==> config.mk <==
export PLATFORM = sky130hd
export DESIGN_NAME = uart_io_bridge
export DESIGN_NICKNAME = d
export VERILOG_FILES = /design/src/rtl/uart_io_pkg.sv /design/src/rtl/byte_fifo.sv /design/src/rtl/uart_io_bridge.sv
export SDC_FILE = /design/constraint.sdc
export NUM_CORES = 1
export LEC_CHECK = 0
export CORE_MARGIN = 2
export CORE_UTILIZATION = 35
export CTS_CLUSTER_DIAMETER = 40
export DETAILED_ROUTE_END_ITERATION = 12
export SYNTH_ARGS = -nofsm -noshare
export SYNTH_HDL_FRONTEND = slang
export SYNTH_SLANG_ARGS = --single-unit
==> constraint.sdc <==
create_clock -name clk -period 9.9 [get_ports clk]
set_clock_uncertainty 0.2 [all_clocks]
set_input_delay 0.99 -clock clk [delete_from_list [all_inputs] [get_ports clk]]
set_output_delay 0.99 -clock clk [all_outputs]
set_load 0.005 [all_outputs]
==> src/rtl/uart_io_pkg.sv <==
// Shared constants and RX FSM encoding for the CPU <-> UART byte-stream bridge.
package uart_io_pkg;

  localparam logic SIZE_BYTE = 1'b0;
  localparam logic SIZE_WORD = 1'b1;

  localparam int BYTES_PER_WORD = 4;

  typedef enum logic [1:0] {
    IDLE    = 2'd0,
    COLLECT = 2'd1,
    DONE    = 2'd2
  } rx_state_e;

endpackage

==> src/rtl/byte_fifo.sv <==
// Synchronous fall-through byte FIFO with exact occupancy count and registered flags.
module byte_fifo #(
  parameter int DEPTH = 16,
  parameter int CNT_W = $clog2(DEPTH) + 1
) (
  input  logic             clk,
  input  logic             rst,
  input  logic             push,
  input  logic [7:0]       push_data,
  input  logic             pop,
  output logic [7:0]       head,
  output logic [CNT_W-1:0] count,
  output logic             full,
  output logic             empty
);

  localparam int PTR_W = $clog2(DEPTH);

  logic [7:0]       mem [DEPTH];
  logic [PTR_W-1:0] wr_ptr;
  logic [PTR_W-1:0] rd_ptr;
  logic [CNT_W-1:0] count_next;
  logic             do_push;
  logic             do_pop;

  // A push is refused while full even if a pop frees a slot in the same cycle.
  assign do_push = push && !full;
  assign do_pop  = pop && !empty;
  assign head    = mem[rd_ptr];

  always_comb begin
    count_next = count;
    if (do_push && !do_pop) count_next = count + CNT_W'(1);
    else if (do_pop && !do_push) count_next = count - CNT_W'(1);
  end

  always_ff @(posedge clk or posedge rst) begin
    if (rst) begin
      wr_ptr <= '0;
      rd_ptr <= '0;
      count  <= '0;
      full   <= 1'b0;
      empty  <= 1'b1;
    end else begin
      if (do_push) wr_ptr <= wr_ptr + PTR_W'(1);
      if (do_pop)  rd_ptr <= rd_ptr + PTR_W'(1);
      count <= count_next;
      full  <= (count_next == CNT_W'(DEPTH));
      empty <= (count_next == '0);
    end
  end

  always_ff @(posedge clk) begin
    if (do_push) mem[wr_ptr] <= push_data;
  end

endmodule

==> src/rtl/uart_io_bridge.sv <==
// CPU byte/word requests to per-byte AXI4-stream traffic and back, buffered by one FIFO per direction.
module uart_io_bridge
  import uart_io_pkg::*;
#(
  parameter int FIFO_DEPTH = 16,
  parameter int CNT_W      = $clog2(FIFO_DEPTH) + 1
) (
  input  logic             clk,
  input  logic             rst,
  input  logic             cpu_out_valid,
  output logic             cpu_out_ready,
  input  logic             cpu_out_size,
  input  logic [31:0]      cpu_out_data,
  input  logic             cpu_in_valid,
  output logic             cpu_in_ready,
  input  logic             cpu_in_size,
  output logic             cpu_in_done,
  output logic [31:0]      cpu_in_data,
  output logic [7:0]       tx_tdata,
  output logic             tx_tvalid,
  input  logic             tx_tready,
  input  logic [7:0]       rx_tdata,
  input  logic             rx_tvalid,
  output logic             rx_tready,
  output logic [CNT_W-1:0] tx_count,
  output logic [CNT_W-1:0] rx_count,
  output logic [1:0]       rx_state
);

  // Handshakes: every stream/request transfers on the rising edge where valid && ready are both high.

  logic [2:0]  tx_rem;
  logic [31:0] tx_shift;
  logic        tx_push;
  logic        tx_full;
  logic        tx_empty;

  assign cpu_out_ready = (tx_rem == 3'd0);
  assign tx_push       = (tx_rem != 3'd0) && !tx_full;
  assign tx_tvalid     = !tx_empty;

  always_ff @(posedge clk or posedge rst) begin
    if (rst) begin
      tx_rem   <= 3'd0;
      tx_shift <= '0;
    end else if (cpu_out_valid && cpu_out_ready) begin
      tx_shift <= cpu_out_data;
      tx_rem   <= (cpu_out_size == SIZE_WORD) ? 3'(BYTES_PER_WORD) : 3'd1;
    end else if (tx_push) begin
      tx_shift <= tx_shift >> 8;
      tx_rem   <= tx_rem - 3'd1;
    end
  end

  byte_fifo #(.DEPTH(FIFO_DEPTH), .CNT_W(CNT_W)) u_tx_fifo (
    .clk       (clk),
    .rst       (rst),
    .push      (tx_push),
    .push_data (tx_shift[7:0]),
    .pop       (tx_tvalid && tx_tready),
    .head      (tx_tdata),
    .count     (tx_count),
    .full      (tx_full),
    .empty     (tx_empty)
  );

  logic        rx_full;
  logic        rx_empty;
  logic        rx_pop;
  logic        last_pop;
  logic [7:0]  rx_head;
  logic [2:0]  need_q;
  logic [1:0]  idx_q;
  logic [31:0] asm_q;
  logic [31:0] assembled;
  rx_state_e   state_q;
  rx_state_e   state_d;

  assign rx_tready = !rx_full;
  assign rx_state  = state_q;

  byte_fifo #(.DEPTH(FIFO_DEPTH), .CNT_W(CNT_W)) u_rx_fifo (
    .clk       (clk),
    .rst       (rst),
    .push      (rx_tvalid && rx_tready),
    .push_data (rx_tdata),
    .pop       (rx_pop),
    .head      (rx_head),
    .count     (rx_count),
    .full      (rx_full),
    .empty     (rx_empty)
  );

  always_comb begin
    assembled = asm_q;
    assembled[8*idx_q +: 8] = rx_head;
  end

  always_comb begin
    state_d      = state_q;
    cpu_in_ready = 1'b0;
    cpu_in_done  = 1'b0;
    rx_pop       = 1'b0;
    last_pop     = 1'b0;
    case (state_q)
      IDLE: begin
        cpu_in_ready = 1'b1;
        if (cpu_in_valid) state_d = COLLECT;
      end
      COLLECT: begin
        if (!rx_empty) begin
          rx_pop = 1'b1;
          if ({1'b0, idx_q} == need_q - 3'd1) begin
            last_pop = 1'b1;
            state_d  = DONE;
          end
        end
      end
      DONE: begin
        cpu_in_done = 1'b1;
        state_d     = IDLE;
      end
      default: state_d = IDLE;
    endcase
  end

  always_ff @(posedge clk or posedge rst) begin
    if (rst) begin
      state_q     <= IDLE;
      need_q      <= 3'd0;
      idx_q       <= 2'd0;
      asm_q       <= '0;
      cpu_in_data <= '0;
    end else begin
      state_q <= state_d;
      if (state_q == IDLE && cpu_in_valid) begin
        asm_q  <= '0;
        need_q <= (cpu_in_size == SIZE_WORD) ? 3'(BYTES_PER_WORD) : 3'd1;
        idx_q  <= 2'd0;
      end else if (rx_pop) begin
        asm_q <= assembled;
        idx_q <= idx_q + 2'd1;
      end
      // Result is published on the final pop so it is valid throughout DONE.
      if (last_pop) cpu_in_data <= assembled;
    end
  end

endmodule

==> summary.txt <==
Synthesis
  • Post-synthesis xor/xnor area fraction: 1.07%
  • Largest family of logic cells by synthesized area: multiplexers
  • Syn avg cell area: 16.2 um^2
  • Synth cell count leaders: edfxtp_1, dfrtp_1, nand2_1
  • Synth Flop Type: edfxtp_1
  • Register area share after synthesis: 67.4%
  • Adder-Cell Fraction of Synth Area: 1.60%
  • Synthesis warning total: 0
  • Portion of netlist area occupied by mux cells: 13.9%
  • Synth area leaders: edfxtp_1, dfrtp_1, mux4_2
  • Post-synthesis cell type count: 69
  • Fraction of registers with async set/reset: 34.5%
  • Post-synth top area share: 46.8%
  • Compound-cell area share of the yosys netlist: 5.93%
  • Synthesized cell area: 0.0164 mm^2
  • Synthesized Nets: 1080
  • Simple-gate share of the synthesized area: 7.84%
  • Synthesized instance count: 1011
  • Count leader, synth: edfxtp_1
  • Post-synthesis register bit count: 391
  • Area leader, netlist: edfxtp_1
  • Post-synth EDFFs: 256

Critical path
  • Crit-path cells: buf_4 -> mux4_2 -> mux4_2 -> clkdlybuf4s50_1
  • Most used cell, CP: mux4_2
  • CP Class: reg -> out
  • Critical Path RT: 8.71 ns
  • Reg2reg start: u_rx_fifo.rd_ptr[1]
  • Delay-heaviest family, CP: multiplexers
  • CP peak stage delay: 0.60 ns
  • Setup crit end: tx_tdata[5]
  • CP max FO: 34
  • R2R cell count: 5
  • Crit path DAT: 3.03 ns
  • Critical Path Slowest Stage Cell: mux4_2
  • Crit path depth: 4
  • Critical path origin: u_tx_fifo.rd_ptr[0]
  • Worst R2R Setup Slack: 6.63 ns
  • Crit end category: primary output
  • RR Endpoint: asm_q[13]
  • CP bufs+invs: 2
  • Worst setup SP type: register

Routing
  • Pre-Repair DR Iteration Count: 5
  • Via Count: 9137
  • DRC: 0
  • WL/cell: 21.2 um
  • Via-to-Cell Ratio: 5.12
  • Starting DRT DRC Count: 796
  • Post-DRT Antenna Nets: 0
  • WL final: 37900 um

STA
  • Setup repair after global routing missed its margin: no
  • Fmax: 237 MHz
  • Worst-Margin Slew: 1.25 ns
  • Slew Limit Headroom: 16.0%
  • Final setup TNS: 0 ns
  • Crit path time final: 4.22 ns
  • Period utilisation layout: 42.6%
  • Hold Vio Cnt, Final: 0
  • Max Slew Vio Count: 0
  • Setup violations, final: 0

Place
  • Placed instance area: 0.0180 mm^2
  • Port Buffers: 104
  • Gpl congestion: 0.792
  • Final HPWL DP: 23700 um

GRT
  • Total Routing Usage GR: 15.9%
  • Vias in the first global route: 9623
  • Largest net degree at the start of global routing: 71
  • Antenna violations before repair: 0
  • Total grt overflow: 0
  • First-pass GRT wire length: 57700 um

Cells and area
  • Fraction of layout cells with a size suffix above 1: 16.3%
  • Final instance area: 0.0198 mm^2
  • Number of diodes: 0
  • Area Growth Syn to Fin: 20.8%
  • Layout Nets: 1203

Power
  • PwrDens: 328 mW/mm^2
  • Pleak: 7.53 nW
  • Peak supply drop: 0.208 mV

CTS
  • Clk sinks: 391
  • Clock latency on the worst-skew pair: 0.57 ns
  • Setup Buffers After CTS: 0
  • Clk root buf: clkbuf_16
  • Post-CTS Hold Buffers: 0
  • Max clock buf depth: 3
  • TritonCTS buffer count: 53
  • Post-CTS sizing: 0
  • CTS tree: built
  • H-tree depth: 2
  • Clk slew on worst S/H paths: 0.05 ns

Die
  • Initial core utilization: 35.3%
  • Die width: 221 um
  • Floorplan core area: 0.0465 mm^2
  • IO Pins: 105
  • DIE AREA: 0.0486 mm^2
  • Std-Cell Rows: 79
  • Overall die height: 221 um

Min path
  • Class of the worst hold path: reg -> reg

Run
  • # Max-Cap Violations: 0

Status
  • Status: finished, final reports clean
worst min path at each step:
stage               startpoint        end  cells past startpoint
finish               tx_rem[0]  tx_rem[0]                      1
global route         tx_rem[0]  tx_rem[0]                      1
CTS                  tx_rem[0]  tx_rem[0]                      1
detailed placement   tx_rem[0]  tx_rem[0]                      1
global placement     tx_rem[0]  tx_rem[0]                      1
floorplan            tx_rem[0]  tx_rem[0]                      1
cells in the final DEF (no fill, tap or decap), types with 7 or more instances in the layout:
cell type / instances
xnor2_1: 17
a22o_1: 8
buf_4: 15
dfrtp_1: 130
a22oi_1: 17
nor2_1: 33
o21ai_0: 18
mux4_1: 15
a31oi_1: 8
o221ai_2: 9
edfxtp_1: 256
a21oi_1: 7
ha_1: 21
clkdlybuf4s50_1: 104
inv_1: 19
nand2b_1: 10
mux2i_1: 49
o21ai_1: 20
and2_1: 13
nor2b_1: 36
clkbuf_16: 55
mux4_2: 57
clkbuf_1: 10
o221ai_1: 23
nand2_1: 112
layout make-up:
cell class                      count  area, um^2
Fill cell                        4159       26600
Sequential cell                   391       11100
Multi-Input combinational cell    548        4980
Clock buffer                       66        1430
Timing Repair Buffer              119        1150
Tap cell                          607         759
Clock inverter                     32         357
Inverter                           21        83.8
cells by family (layout without fill, tap and decap cells):
kind of cell | after synthesis | after routing
compound gates | 128 | 128
xor+xnor | 20 | 20
fa+ha+maj | 21 | 21
buf+inv | 72 | 238
flops | 391 | 391
mux | 130 | 130
simple gates | 249 | 249
worst reg2reg max path, stage by stage, from the launching register on:
cell and delay [ns]:
dfrtp_2 0.58, buf_4 0.46, mux4_1 0.66, mux2i_1 0.75, mux2_2 0.40, o21ai_0 0.11
power breakdown:
part | switching, W | leakage [nW] | internal (W) | total (W)
logic | 0.00113 | 2.55 | 0.000946 | 0.00208
registers | 0.000324 | 4.12 | 0.00220 | 0.00252
clock network | 0.000715 | 0.859 | 0.00118 | 0.00190
state kept, by name, indices dropped and copies added (netlist names), 5 cells and up:
| signal | flops |
|---|---|
| u_tx_fifo.count | 5 |
| asm_q | 32 |
| u_rx_fifo.count | 5 |
| u_rx_fifo.mem | 128 |
| tx_shift | 32 |
| cpu_in_data | 32 |
| u_tx_fifo.mem | 128 |
per-stage QoR:
stage	setup slack, ns	utilization, %	power (W)	hold slack, ns	instances
final	5.68	42.7	0.00650	0.242	1784
after global routing	5.50	42.7	0.00683	0.263	1784
after CTS	5.58	42.7	0.00658	0.245	1784
after detailed placement	5.89	38.8	0.00466	0.240	1686
after global placement	6.02	38.8	0.00462	0.230	1686
after floorplan	5.10	-	0.00382	0.218	1011
routing by layer:
layer | track usage [%] | vias to the layer above | share of wire [%]
met4 | 5.22 | 0 | 2.7
li1 | - | 4145 | -
met1 | 19.5 | 4689 | 40
met3 | 3.23 | 79 | 5.3
met2 | 28.0 | 224 | 52
met5 | 0 | - | 0
Power figures use the tool's default switching activity.
